[src/rtl/fft32_sdf_ctrl.sv]
// Purpose: sequencing controller for a 32-point radix-2 SDF FFT pipeline (advance, butterfly/fill selects, twiddle addresses, output tagging, drain).
// Latency: a sample accepted in cycle t is reported on the output tags after TOT = 31 + 5*BF_LAT pipeline advances (t+36 at default with no gaps).
// Backpressure: none inside the pipe; input bubbles freeze everything, and o_in_ready drops only while the last frame drains.
//
// Ports:
//   i_clk, i_rst_n          clock, synchronous active-low reset
//   i_valid, i_last         input sample strobe; i_last marks the final sample of the final frame
//   o_in_ready              samples accepted (low while flushing)
//   o_adv                   pipeline-wide shift enable
//   o_bf_en[4:0]            per-stage butterfly (1) / fill-twiddle (0) select, bit s-1 = stage s
//   o_tw_addr1..4           twiddle ROM addresses for stages 1..4
//   o_out_valid, o_frame_start, o_out_k   output sample tags (bin index is bit-reversed order)
module fft32_sdf_ctrl #(
   parameter int BF_LAT = 1
) (
   input  logic       i_clk,
   input  logic       i_rst_n,
   input  logic       i_valid,
   input  logic       i_last,
   output logic       o_in_ready,
   output logic       o_adv,
   output logic [4:0] o_bf_en,
   output logic [3:0] o_tw_addr1,
   output logic [2:0] o_tw_addr2,
   output logic [1:0] o_tw_addr3,
   output logic       o_tw_addr4,
   output logic       o_out_valid,
   output logic       o_frame_start,
   output logic [4:0] o_out_k
);

   // Total pipeline depth and the input tap of each stage inside the real-sample tracker.
   localparam int TOT = 31 + 5 * BF_LAT;
   localparam int L1  = 0;
   localparam int L2  = L1 + 16 + BF_LAT;
   localparam int L3  = L2 + 8 + BF_LAT;
   localparam int L4  = L3 + 4 + BF_LAT;
   localparam int L5  = L4 + 2 + BF_LAT;

   typedef enum logic [1:0] {IDLE, RUN, FLUSH} state_t;

   state_t       state, state_nxt;
   logic [TOT:1] v_q;            // v[k] = a real sample sits k advances into the pipe
   logic [TOT-1:0] v_all;        // v[0] is the sample accepted this cycle
   logic         accept;
   logic         to_idle;
   logic [4:0]   started_q;
   logic [4:0]   start_now;
   logic [4:0]   c_q [5];
   logic [4:0]   in_cnt;
   logic [4:0]   out_cnt;
   logic         unused_bits;

   assign accept = (state != FLUSH) && i_valid;
   assign v_all  = {v_q[TOT-1:1], accept};

   // A stage counts from the advance on which its first real sample reaches its input.
   assign start_now = started_q | {v_all[L5], v_all[L4], v_all[L3], v_all[L2], v_all[L1]};

   always_comb begin
      state_nxt  = state;
      o_in_ready = 1'b1;
      o_adv      = i_valid;
      to_idle    = 1'b0;
      case (state)
         IDLE: begin
            if (i_valid) state_nxt = RUN;
         end
         RUN: begin
            // i_last only counts on the frame's final sample
            if (i_valid && i_last && (in_cnt == 5'd31)) state_nxt = FLUSH;
         end
         FLUSH: begin
            o_in_ready = 1'b0;
            o_adv      = 1'b1;
            // Leave once this advance empties the tracker (only v[TOT] may still be set).
            if (v_q[TOT-1:1] == '0) begin
               state_nxt = IDLE;
               to_idle   = 1'b1;
            end
         end
         default: state_nxt = IDLE;
      endcase
   end

   always_ff @(posedge i_clk) begin
      if (!i_rst_n) begin
         state     <= IDLE;
         v_q       <= '0;
         started_q <= '0;
         in_cnt    <= '0;
         out_cnt   <= '0;
         for (int s = 0; s < 5; s++) c_q[s] <= '0;
      end else begin
         state <= state_nxt;
         if (o_adv) v_q <= v_all;
         if (to_idle) begin
            // Realign every stage phase for the next frame sequence.
            started_q <= '0;
            in_cnt    <= '0;
            out_cnt   <= '0;
            for (int s = 0; s < 5; s++) c_q[s] <= '0;
         end else begin
            if (o_adv) begin
               started_q <= start_now;
               for (int s = 0; s < 5; s++)
                  if (start_now[s]) c_q[s] <= c_q[s] + 5'd1;
            end
            if (accept)      in_cnt  <= in_cnt + 5'd1;
            if (o_out_valid) out_cnt <= out_cnt + 5'd1;
         end
      end
   end

   // Stage s butterflies during the upper half of each 2*D(s) window.
   assign o_bf_en[0] = c_q[0][4];
   assign o_bf_en[1] = c_q[1][3];
   assign o_bf_en[2] = c_q[2][2];
   assign o_bf_en[3] = c_q[3][1];
   assign o_bf_en[4] = c_q[4][0];

   assign o_tw_addr1 = o_bf_en[0] ? 4'd0 : c_q[0][3:0];
   assign o_tw_addr2 = o_bf_en[1] ? 3'd0 : c_q[1][2:0];
   assign o_tw_addr3 = o_bf_en[2] ? 2'd0 : c_q[2][1:0];
   assign o_tw_addr4 = o_bf_en[3] ? 1'b0 : c_q[3][0];

   assign o_out_valid   = o_adv && v_q[TOT];
   assign o_frame_start = o_out_valid && (out_cnt == 5'd0);
   assign o_out_k       = {out_cnt[0], out_cnt[1], out_cnt[2], out_cnt[3], out_cnt[4]};

   // Upper counter bits above each stage's period carry no information.
   assign unused_bits = ^{c_q[1][4], c_q[2][4:3], c_q[3][4:2], c_q[4][4:1]};

endmodule

[config.mk]
export PLATFORM = sky130hd
export DESIGN_NAME = fft32_sdf_ctrl
export DESIGN_NICKNAME = d
export VERILOG_FILES = /design/src/rtl/fft32_sdf_ctrl.sv
export SDC_FILE = /design/constraint.sdc
export NUM_CORES = 1
export LEC_CHECK = 0
export BUFFER_PORTS_ARGS = -buffer_cell sky130_fd_sc_hd__clkbuf_2
export CORE_MARGIN = 2
export CORE_UTILIZATION = 53
export CTS_CLUSTER_SIZE = 10
export DETAILED_ROUTE_END_ITERATION = 8
export GPL_ROUTABILITY_DRIVEN = 0
export PLACE_DENSITY = 0.75
export SKIP_CTS_REPAIR_TIMING = 1
export SKIP_LAST_GASP = 1
export SLEW_MARGIN = 20
export SYNTH_ARGS = -nofsm -noshare
export SYNTH_HDL_FRONTEND = slang
export SYNTH_SLANG_ARGS = --single-unit
[constraint.sdc]
create_clock -name i_clk -period 1.9 [get_ports i_clk]
set_clock_uncertainty 0.05 [all_clocks]
set_input_delay 0.095 -clock i_clk [delete_from_list [all_inputs] [get_ports i_clk]]
set_output_delay 0.095 -clock i_clk [all_outputs]
set_load 0.03 [all_outputs]
== Yosys cells after proc, flatten, opt, wreduce, memory -nomap -nowiden ==
Memories as Yosys holds them, arrays and structs flattened.
Cells that the tools add are included.
Storage, ports and cells
  logic and storage cells: 93
  RAM bits: 25
  memories: 1
  output and inout bits: 24
  bits of input ports: 4
  flip-flop bits (word level): 53
Cells by class
  reduce and logical (&&, ||, !) cells: 10
  eq/ne operators: 7
  bitwise operators: 12
  add/sub/neg operators: 7
  multiplexer cells: 51
Memory list
  c_q: words 5, bits a word 5, read ports 5, clocked after Yosys merged registers in 0, wr ports 5, line 49  | logic [4:0] c_q [5];
Operator list (number)
  5-bit two-way mux: 10
  5-bit by 1-bit adder with 5-bit output, second input constant: 7
  35-bit zero test: 1
  1-bit two-way mux: 34
  1-bit OR: 10
  2-bit two-way mux: 4
  2-bit inequality test, second input constant: 4
  2-bit case mux with 3 select lines: 1
  5-bit == test, second input constant: 1
  1-bit logical AND: 5
  5-bit zero test: 1
  5-bit OR: 1
  4-bit two-way mux: 1
  3-bit two-way mux: 1
  3-bit AND reduction: 1
  2-bit by 1-bit == test with 1-bit output, second input constant: 1
  2-bit == test, second input constant: 1
  2-bit zero test: 1
  2-bit OR reduction: 1
  1-bit NOT: 1

== Longest topological paths before layout ==
  depth after elaboration: 9
  mapped depth: 7
  mapped depth without buffers: 7

== Least setup slack after synthesis ==
OpenSTA, ideal clock, no wires.
  kind: reg2reg
  from: register v_q[26] (netlist bit)
  to: memory c_q[0][0], enable pin
  data arrival time: 1545 ps
  library setup time: 374 ps
  path slack: -69 ps
  cell stages (with the launch flop): 5
  cells stage by stage: dfxtp_1 > nor4_1 > nand4_1 > o31a_1 > o21ai_0
RTL lines
  from (decl): line 43  | logic [TOT:1] v_q;
  from (signal assigned): line 96  | if (o_adv) v_q <= v_all;
  to (decl): line 49

==> flow_summary.ini <==
[cells_and_area]
nFillCells = 436
multi_input_area_um2 = 1490
diodes = 0
nets = 397
stdcell_area_um2 = 3770
register_area_um2 = 1520
fin_util = 0.684
instances_no_fill = 462
drive_above_1_share = 0.279
area_growth_syn_to_layout_pct = 25.4

[die]
start_util = 0.546
die_y_um = 79.3
rows = 27
dieArea_um2 = 6290
core-area_um2 = 5510
die_w_um = 79.3
io_pins = 28

[cts]
cts_tree = yes
cts_buffers = 9
cts-root-buf = clkbuf_8
clk_path_buf_depth = 2
clkSinkCount = 68
htree_levels = 3
clk_latency_ps = 340
clkTransAtPathRegs_ps = 70

[timing]
fin_crit_sh = 0.993
tightest_slew_ps = 346
max-slew-margin-rel = 0.769
setup_viol = 0
fmax_mhz = 530
rsz0062_at_grt = yes
period_needed_ps = 1890
maxSlewViolCount = 0
finalHoldViolations = 0

[grt]
globalRouteTotalUtil = 0.207
grt_overflow = 0
grtUsageMet1 = 0.278
use_met3 = 0.0545
grt.busiest_layer = met2
met2_usage = 0.311
grt_pass1_vias = 2207
grt_antenna_before_repair = 0
grt_pass1_wl_um = 10100
grt_start_max_net_pins = 42

[worst_setup_path]
crit_slowest_cell = dfxtp_2
path_buf_inv = 3
crit_fanout = 9
crit_type = flip-flop to flip-flop
cp.required_ps = 1920
endpoint_kind = flip-flop
worstPathCellList = nor4_4 > nand4_1 > buf_4 > o41ai_4 > buf_4 > buf_6 > nor3_1
critPathLaunchType = flip-flop
crit_path_frequent_cell = buf_4
crit_family = buffers and inverters
cp.arrival_ps = 1910
slowest_delay_ps = 330

[detailed_routing]
dr.first_iter.drc_count = 174
vias = 2450
wl_per_cell_um = 13.5
viasPerCell = 5.30
detail-route-antenna-nets = 0
wl_um = 6220
drc = 0
firstDrtPassIters = 4

[synthesis]
synth.most_common_cell = nand2_1
avgSynthCellArea_um2 = 9.13
synth-main-ff-cell = dfxtp_1
synthTopCellsByArea = dfxtp_1 (35%), edfxtp_1 (15%), nand2_1 (9.2%), a21boi_0 (8.7%), ha_1 (3.3%)
seq_area_frac_synth = 0.503
async_flop_share = 0
yosysTopAreaCell = dfxtp_1
synth_edf_count = 15
syn_nets = 341
syn_inst = 329
synth_commonest_cells = nand2_1 (74), dfxtp_1 (53), a21boi_0 (35)
yosys_warnings = 0
synth.distinct_cells = 39
syn_area_um2 = 3000
yosysTopAreaCellShare = 0.353
ys_ff_latch = 68

[flow_run]
cap_violations = 0

[pwr]
ir_drop_mv = 0.453
power_density_nw_per_um2 = 752
fin_total_pwr_w = 0.00283
leakagePower_nw = 1.51

[placement]
dp_cells = 440
hpwl_um = 4100
io_buffers = 27
dpl_cell_area_um2 = 3390

[hold_path]
min_path_type = input pin to flip-flop

[run_status]
outcome = complete, no violations
[layout by cell type (no fill, tap or decap), types with 2 or more instances in the layout]
cell type and count:
inv_2 2, and3_1 2, edfxtp_1 15, nor2b_1 9, o21ai_0 4, buf_12 2
nor3_1 7, nor2_2 2, buf_4 39, xor2_1 8, mux2i_1 3, nor4_2 6
o21bai_4 2, clkinv_2 2, inv_1 4, nand3_2 2, dfxtp_2 3, nor3_4 2
xnor2_1 4, nor4_1 4, a21boi_0 35, nand3_1 10, nand2_1 73, clkbuf_8 11
and4_1 2, nor3_2 4, ha_1 8, a21oi_1 5, dfxtp_1 50, clkbuf_1 3
o21ai_1 2, clkbuf_2 26, nor2_1 19
[kinds of logic (layout without fill, tap and decap cells)]
family                   Yosys count  count (layout)  synth area share
AO/OA/AOI/OAI                     57              57             0.140
XOR/XNOR                          12              12            0.0350
adder cells (fa/ha/maj)            8               8            0.0333
buffers and inverters             29              90            0.0487
flip-flops                        68              68             0.503
multiplexers                       3               3            0.0100
AND/OR/NAND/NOR                  152             152             0.229
[registers in the layout (all words and copies together) (netlist names)]
register / count
started_q: 5
state: 2
in_cnt: 5
c_q: 15
v_q: 36
out_cnt: 5
[cell type report]
class | count | area share
tap | 72 | 0.0239
clock buffer | 14 | 0.0432
clock inverter | 2 | 0.00266
inverter | 6 | 0.00598
multi-input combinational | 232 | 0.396
sequential | 68 | 0.402
timing repair buffer | 68 | 0.126
[metal layers]
layer  part of all wire  vias up
li1                   -     1233
met1               0.47     1150
met2               0.48       56
met3              0.033       11
met4              0.019        0
met5                  0        -
[worst paths after layout]
kind / start / end / slack [ps] / cells after the start
setup / recovery: v_q[10] / c_q[0][2] / 10 / 7
hold / removal: i_rst_n / started_q[0] / 70 / 2
setup reg to reg: v_q[10] / c_q[0][2] / 10 / 7
hold reg to reg: state[1] / state[0] / 390 / 1
[power by group]
group	leakage [nW]	internal [W]	switching, W
Sequential	0.588	0.00151	0.0000280
Combinational	0.828	0.0000926	0.000158
Clock	0.0905	0.000543	0.000499
Total	1.51	0.00215	0.000686
[metrics by stage]
stage | setup TNS (ps) | hold WS (ps) | setup WS [ps]
3_5_place_dp | -1320 | 390 | -108
2_1_floorplan | -25.9 | 183 | -6.48
4_1_cts | -1860 | 51.4 | -121
3_3_place_gp | -698 | 384 | -83.6
5_1_grt | -1010 | 65.8 | -50.9
6_report | 0 | 67.7 | 12.7
Power figures use the tool's default switching activity.
